## src/rtl/instruction_l2_refill_pkg.sv

```systemverilog
// Shared widths, FSM encoding and logic-level constants for the instruction-side L2 refill engine.
package instruction_l2_refill_pkg;

  localparam int ADDRESS_WIDTH       = 32;
  localparam int WORD_SIZE           = 4;
  localparam int WORD_PER_BLOCK      = 16;
  localparam int L2_BUS_WIDTH        = 32;
  localparam int WORD_WIDTH          = WORD_SIZE * 8;
  localparam int BLOCK_WIDTH         = WORD_WIDTH * WORD_PER_BLOCK;
  localparam int OFFSET_WIDTH        = $clog2(WORD_SIZE * WORD_PER_BLOCK);
  localparam int BLOCK_ADDRESS_WIDTH = ADDRESS_WIDTH - OFFSET_WIDTH;
  localparam int BEAT_WIDTH          = $clog2(WORD_PER_BLOCK);
  localparam int BYTE_WIDTH          = OFFSET_WIDTH - BEAT_WIDTH;

  localparam logic HIGH = 1'b1;
  localparam logic LOW  = 1'b0;

  typedef enum logic [1:0] {
    ST_IDLE = 2'd0,
    ST_REQ  = 2'd1,
    ST_WAIT = 2'd2,
    ST_RESP = 2'd3
  } state_e;

endpackage

```

## src/rtl/instruction_l2_refill.sv

```systemverilog
// Refill engine: takes a block-address miss, reads the block one word at a time from memory,
// and returns the assembled block to the instruction cache.
module instruction_l2_refill
  import instruction_l2_refill_pkg::*;
(
  input  logic                           CLK,
  input  logic                           RST_N,
  input  logic                           ADDRESS_TO_L2_VALID_INSTRUCTION_CACHE,
  output logic                           ADDRESS_TO_L2_READY_INSTRUCTION_CACHE,
  input  logic [BLOCK_ADDRESS_WIDTH-1:0] ADDRESS_TO_L2_INSTRUCTION_CACHE,
  output logic                           DATA_FROM_L2_VALID_INSTRUCTION_CACHE,
  input  logic                           DATA_FROM_L2_READY_INSTRUCTION_CACHE,
  output logic [BLOCK_WIDTH-1:0]         DATA_FROM_L2_INSTRUCTION_CACHE,
  output logic [ADDRESS_WIDTH-1:0]       MEM_READ_ADDRESS,
  output logic                           MEM_READ_VALID,
  input  logic                           MEM_READ_READY,
  input  logic                           MEM_DATA_VALID,
  input  logic [L2_BUS_WIDTH-1:0]        MEM_DATA,
  output state_e                         DBG_STATE,
  output logic [BEAT_WIDTH-1:0]          DBG_BEAT
);

  // Handshakes: a transfer happens on a rising edge where valid and ready are both high; a valid
  // source holds its payload stable until that edge and never withdraws valid beforehand.

  localparam logic [BEAT_WIDTH-1:0] LAST_BEAT = BEAT_WIDTH'(WORD_PER_BLOCK - 1);

  state_e                         state_q, state_d;
  logic [BEAT_WIDTH-1:0]          beat_q, beat_d;
  logic [BLOCK_ADDRESS_WIDTH-1:0] blk_addr_q, blk_addr_d;
  logic [BLOCK_WIDTH-1:0]         block_q, block_d;
  logic [ADDRESS_WIDTH-1:0]       mem_addr_q, mem_addr_d;
  logic                           mem_valid_q, mem_valid_d;
  logic                           data_valid_q, data_valid_d;
  logic                           addr_ready_q, addr_ready_d;

  always_ff @(posedge CLK or negedge RST_N) begin
    if (!RST_N) begin
      state_q      <= ST_IDLE;
      beat_q       <= '0;
      blk_addr_q   <= '0;
      block_q      <= '0;
      mem_addr_q   <= '0;
      mem_valid_q  <= LOW;
      data_valid_q <= LOW;
      addr_ready_q <= LOW;
    end else begin
      state_q      <= state_d;
      beat_q       <= beat_d;
      blk_addr_q   <= blk_addr_d;
      block_q      <= block_d;
      mem_addr_q   <= mem_addr_d;
      mem_valid_q  <= mem_valid_d;
      data_valid_q <= data_valid_d;
      addr_ready_q <= addr_ready_d;
    end
  end

  always_comb begin
    state_d      = state_q;
    beat_d       = beat_q;
    blk_addr_d   = blk_addr_q;
    block_d      = block_q;
    mem_addr_d   = mem_addr_q;
    mem_valid_d  = mem_valid_q;
    data_valid_d = data_valid_q;

    unique case (state_q)
      ST_IDLE: begin
        if (ADDRESS_TO_L2_VALID_INSTRUCTION_CACHE && addr_ready_q) begin
          blk_addr_d  = ADDRESS_TO_L2_INSTRUCTION_CACHE;
          beat_d      = '0;
          mem_addr_d  = {ADDRESS_TO_L2_INSTRUCTION_CACHE, {BEAT_WIDTH{1'b0}}, {BYTE_WIDTH{1'b0}}};
          mem_valid_d = HIGH;
          state_d     = ST_REQ;
        end
      end
      ST_REQ: begin
        if (MEM_READ_READY) begin
          mem_valid_d = LOW;
          state_d     = ST_WAIT;
        end
      end
      ST_WAIT: begin
        if (MEM_DATA_VALID) begin
          // Word 0 of the block lands in the most significant bits.
          for (int j = 0; j < WORD_PER_BLOCK; j++) begin
            if (beat_q == BEAT_WIDTH'(j)) begin
              block_d[BLOCK_WIDTH-1-WORD_WIDTH*j -: WORD_WIDTH] = MEM_DATA;
            end
          end
          if (beat_q == LAST_BEAT) begin
            beat_d       = '0;
            data_valid_d = HIGH;
            state_d      = ST_RESP;
          end else begin
            beat_d      = beat_q + 1'b1;
            mem_addr_d  = {blk_addr_q, beat_d, {BYTE_WIDTH{1'b0}}};
            mem_valid_d = HIGH;
            state_d     = ST_REQ;
          end
        end
      end
      ST_RESP: begin
        if (DATA_FROM_L2_READY_INSTRUCTION_CACHE) begin
          data_valid_d = LOW;
          state_d      = ST_IDLE;
        end
      end
      default: state_d = ST_IDLE;
    endcase

    // Registered so the cache sees ready low throughout reset and high from the first cycle after.
    addr_ready_d = (state_d == ST_IDLE);
  end

  assign ADDRESS_TO_L2_READY_INSTRUCTION_CACHE = addr_ready_q;
  assign DATA_FROM_L2_VALID_INSTRUCTION_CACHE  = data_valid_q;
  assign DATA_FROM_L2_INSTRUCTION_CACHE        = block_q;
  assign MEM_READ_ADDRESS                      = mem_addr_q;
  assign MEM_READ_VALID                        = mem_valid_q;
  assign DBG_STATE                             = state_q;
  assign DBG_BEAT                              = beat_q;

endmodule
```

## config.mk

```make
export PLATFORM = sky130hd
export DESIGN_NAME = instruction_l2_refill
export DESIGN_NICKNAME = d
export VERILOG_FILES = /design/src/rtl/instruction_l2_refill_pkg.sv /design/src/rtl/instruction_l2_refill.sv
export SDC_FILE = /design/constraint.sdc
export NUM_CORES = 1
export LEC_CHECK = 0
export CORE_AREA = 8 8 231 233
export CTS_CLUSTER_DIAMETER = 120
export CTS_CLUSTER_SIZE = 16
export DETAILED_ROUTE_END_ITERATION = 6
export DIE_AREA = 0 0 239 241
export PLACE_DENSITY = 0.77
export SLEW_MARGIN = 20
export SYNTH_ARGS = -nofsm -noshare
export SYNTH_HDL_FRONTEND = slang
export SYNTH_SLANG_ARGS = --single-unit
```

## constraint.sdc

```tcl
create_clock -name CLK -period 2.25 [get_ports CLK]
set_clock_uncertainty 0.15 [all_clocks]
set_input_delay 0.675 -clock CLK [delete_from_list [all_inputs] [get_ports CLK]]
set_output_delay 0.675 -clock CLK [all_outputs]
set_load 0.02 [all_outputs]
```

# After elaboration in Yosys (flattened, before gate mapping)
# Index checks and enable logic that the tools add are counted.
# W data, S select, Z words.
# word_totals
latchBits	0
mem_bits_ro	0
word_cells	99
regBits	579
mem_bits_rw	0
mem_count	0
# classes
addsub	1
n_eq_ne	24
multipliers	0
bitwise	0
n_div	0
shift	0
order_cmp	0
muxes	23
n_reduce_logical	28
# op_table
cell	n
$mux W32	3
$pmux W32 S2	1
$reduce_and A3 Y1	17
$eq A4 B4 Y1 const B	8
$eq A4 B3 Y1 const B	4
$mux W4	3
$ne A2 B2 Y1 const B	6
$mux W2	5
$eq A4 B2 Y1 const B	2
$pmux W2 S4	1
$pmux W4 S2	1
$reduce_and A4 Y1	2
$mux W1	7
$reduce_and A5 Y1	1
$add A4 B1 Y4 const B	1
$eq A2 B2 Y1 const B	2
$eq A4 B1 Y1 const B	1
$logic_not A2 Y1	2
$logic_not A4 Y1	1
$reduce_bool A2 Y1	2
$pmux W1 S3	1
$reduce_bool A3 Y1	1
$eq A2 B1 Y1 const B	1
$pmux W1 S2	1
2 further kinds	2

# Longest topological paths before layout
# Gate-level depths: netlist (run 1).
# depth
depth_word	5
mapped_depth	7
depth_no_buf	5

# Worst setup path before layout (run 1)
# Ideal clock, no wire load.
# synth_timing
path_kind	flip-flop to flip-flop
start	register beat_q[0] (netlist: DBG_BEAT[0])
end	register block_q[129] (netlist: DATA_FROM_L2_INSTRUCTION_CACHE[129])
t_required_ps	1975
setup_time_ps	125
path_stages_with_launch	6
path_slack_ps	69
arrival_time_ps	1906
period_less_slack_ps	2181
path_cell_list	dfrtp_1 -> ha_1 -> nand2_1 -> nor4_2 -> buf_4 -> mux2_2
# synth_between
elab_chain_len	2
# synth_lines
element	line	rtl
start, declared	instruction_l2_refill.sv:29	logic [BEAT_WIDTH-1:0] beat_q, beat_d;
start signal, assigned	instruction_l2_refill.sv:49	beat_q <= beat_d;
$eq A4 B4 Y1	instruction_l2_refill.sv:88	if (beat_q == BEAT_WIDTH'(j)) begin
$reduce_and A3 Y1 (no line)	--	
end signal, assigned	instruction_l2_refill.sv:51	block_q <= block_d;
end, declared	instruction_l2_refill.sv:31	logic [BLOCK_WIDTH-1:0] block_q, block_d;
# Every way passes these cells.
# A chain may end at the register's enable or synchronous reset.

# Final worst setup path (run 1)
# layout_timing
start	register block_q[491] (netlist: DATA_FROM_L2_INSTRUCTION_CACHE[491])
end	output port DATA_FROM_L2_INSTRUCTION_CACHE[491]
# layout_lines
element	line	rtl
end, declared	instruction_l2_refill.sv:13	output logic [BLOCK_WIDTH-1:0] DATA_FROM_L2_INSTRUCTION_CACHE,
# No word-level cell between the ends.

==> results of run 1 <==
[worst paths after layout]
kind | slack [ns] | end | depth (start not counted) | start
min in group asynchronous | 0.49 | DATA_FROM_L2_INSTRUCTION_CACHE[377] | 2 | RST_N
max in group asynchronous | 0.67 | DATA_FROM_L2_INSTRUCTION_CACHE[486] | 3 | RST_N
min | 0.33 | blk_addr_q[17] | 2 | blk_addr_q[17]
max | 0.02 | DATA_FROM_L2_INSTRUCTION_CACHE[491] | 1 | DATA_FROM_L2_INSTRUCTION_CACHE[491]
max reg2reg | 0.09 | DATA_FROM_L2_INSTRUCTION_CACHE[493] | 6 | DBG_BEAT[0]
min reg2reg | 0.33 | blk_addr_q[17] | 2 | blk_addr_q[17]
[kinds of logic after synthesis]
family                     synth area share (%)
other                                   0.01696
DFF                                       65.29
muxes                                     28.81
AOI/OAI and AO/OA                        0.4243
xor gates and xnor gates                0.07922
adders and majority gates                0.2263
buffers and inverters                     2.472
and+or+nand+nor                           2.682
[Yosys cell counts (all sizes together)]
master / n / area (um2)
a21oi: 2 / 13.76
o31ai: 1 / 7.510
a2bb2oi: 1 / 8.760
ha: 4 / 50.05
mux2i: 1 / 10.01
conb: 1 / 3.750
clkbuf: 37 / 138.9
or4: 2 / 15.01
o32ai: 1 / 8.760
o21bai: 1 / 7.510
nand3b: 1 / 7.510
xnor2: 1 / 8.760
and3: 2 / 12.51
nor2b: 2 / 12.51
nor4: 2 / 33.78
and2: 2 / 12.51
dfrtp: 577 / 14440
a21o: 2 / 15.01
nor3b: 1 / 12.51
nor3: 3 / 25.02
nand4: 3 / 18.77
a22o: 1 / 8.760
o2bb2ai: 1 / 8.760
mux2: 565 / 6362
inv: 7 / 26.28
nand4b: 2 / 17.52
o221ai: 1 / 8.760
nor2: 6 / 22.52
nand3: 6 / 30.03
nor4bb: 1 / 10.01
o22ai: 1 / 6.260
buf: 64 / 381.6
nand4bb: 1 / 11.26
nand2b: 5 / 31.28
and4: 1 / 8.760
nand2: 83 / 311.6
xor2: 1 / 8.760
[power by group through the flow]
stage	sequential, W	clock (W)	combinational, W
after floorplan	0.0141	0	0.00226
after global placement	0.0127	0	0.00777
after detailed placement	0.0128	0	0.00793
after CTS	0.0126	0.00708	0.00716
after global routing	0.0127	0.00742	0.00751
final	0.0126	0.00688	0.00707
[per-layer routing]
layer,up-vias,routed length (um)
li1,6147,-
met1,7620,28250
met2,510,36380
met3,134,6967
met4,0,2892
met5,-,0
[through the flow]
step           std cells  instance area [um2]
6_report            2728                30270
4_1_cts             2728                30290
5_1_grt             2728                30270
3_5_place_dp        2679                29820
3_3_place_gp        2679                29820
2_1_floorplan       1394                22120
[registers in the layout (all words and copies together) (netlist names)]
signal / flops
blk_addr_q: 26
DBG_BEAT: 4
DATA_FROM_L2_VALID_INSTRUCTION_CACHE: 1
ADDRESS_TO_L2_READY_INSTRUCTION_CACHE: 1
DBG_STATE: 2
MEM_READ_ADDRESS: 30
DATA_FROM_L2_INSTRUCTION_CACHE: 512
MEM_READ_VALID: 1
[repair_timing]
| action | in CTS | in global routing |
|---|---|---|
| endpoints found under the hold margin | 26 | 0 |
| gates resized for setup | 592 | 14 |
| pin swaps | 0 | 0 |
| hold buffers | 1 | 0 |
| endpoints found under the setup margin | 562 | 15 |
| buffers inserted | 1 | 0 |
[cell type report]
type                    instances  share of cell area (%)
well taps                     672                   2.778
repair buffers                716                   21.84
inverters                       7                 0.08680
clock inverters                 4                  0.1653
multi-input cells             709                   23.93
clock buffers                  43                   3.484
flip-flops and latches        577                   47.71
==> flow_summary.yaml, run 1 <==
status:
  status: "completed"
setup_path:
  crit_slowest_cell: "dfrtp_1"
  path_cells: "clkdlybuf4s15_1"
  critical_path_buf_inv_count: 1
  arrival_ns: 1.40
  crit_fanout: 2
  setup.worst_path.end_class: "primary output"
  critPathMaxStageDelay_ns: 0.41
  path_class: "reg2out"
  cp-start-kind: "register"
  worstPathRequired_ns: 1.42
  critPathTopFamily: "flip-flops"
floorplanning:
  core_area_mm2: 0.04966
  std_cell_rows: 82
  die_w_um: 239
  fp.dieH_um: 241
  ios: 617
  design.die.area_mm2: 0.05760
  start_util_pct: 44.54
grt:
  use_met1_pct: 29.23
  met2_usage_pct: 43.07
  gr-max-usage-layer: "met2"
  grtUsageTotal_pct: 25.35
  grt_pass1_vias: 15700
  use_met3_pct: 9.499
  grt_max_degree: 83
  grt-ovfl-total: 0
  grt_pass1_wl_um: 108700
  antenna_found_initial: 0
clock_tree:
  cts_tree: "built"
  cts_root_buffer: "clkbuf_16"
  htree_levels: 2
  clk_pin_slew_ns: 0.07
  clk_path_buf_depth: 3
  cts.sinks: 577
  cts_buffers: 42
  clock_latency_ns: 0.57
detailed_routing:
  first_iter_violations: 662
  ant_nets: 0
  viasPerCell: 5.283
  firstDrtPassIters: 4
  vias: 14410
  wirelength_um: 74480
  post_drt_wl_per_cell_um: 27.30
  drc_errors: 0
finish:
  multi_input_area_mm2: 0.007243
  nFillCells: 3977
  layout_common_cells: "dfrtp_1, mux2_2, dlygate4sd2_1"
  finish.utilization_pct: 60.96
  drive_gt1_share_pct: 35.75
  seqCellArea_mm2: 0.01444
  final_common_cell: "dfrtp_1"
  areaGrowthSynthToFinish_pct: 36.87
  antenna_cells: 0
  nets: 2121
power:
  p_leak_nw: 16.72
  p_per_area_mw_per_mm2: 875.7
  p_sw_w: 0.008474
  intPower_w: 0.01803
  ir_drop_mv: 0.8488
  p_total_w: 0.02651
  swShare_pct: 31.97
  power_frac_comb_pct: 26.7
  pwr-share-seq_pct: 47.4
  clkPwrFrac_pct: 26.0
sta:
  fmax_mhz: 449.2
  min_period_over_period_pct: 98.93
  worst_slew_pin_slew_ns: 0.6006
  hold_viol_final: 0
  rsz0062_at_grt: "false"
  setup_tns_ns: 0
  slew_violations: 0
  worst_slew_margin_rel_pct: 59.84
  holdWs_ns: 0.3266
  setup_slack_ns: 0.02396
  finalSetupViolCount: 0
  finalCriticalPeriod_ns: 2.226
placed_design:
  port_buffers: 614
  dp_hpwl_um: 54490
  globalplace.congestion: 0.8228
  place_ws_ns: -0.5824
min_path:
  hold_class: "reg2reg"
yosys:
  yosys_warnings: 0
  yosysUniqueCellTypes: 44
  synth_seq_cells: 577
  netlist_area_mm2: 0.02212
  syn_inst: 1393
  syn_avg_cell_area_um2: 15.88
  ys_seq_area_share_pct: 65.29
run:
  max_cap_violations: 0
Note: power is estimated with default switching activity, not from simulation.
==> run 2, diff against run 1 <==
- SLEW_MARGIN: 20 -> default
==> results of run 2 <==
Same layout as run 1: the final DEF is identical, and so are final timing and power.
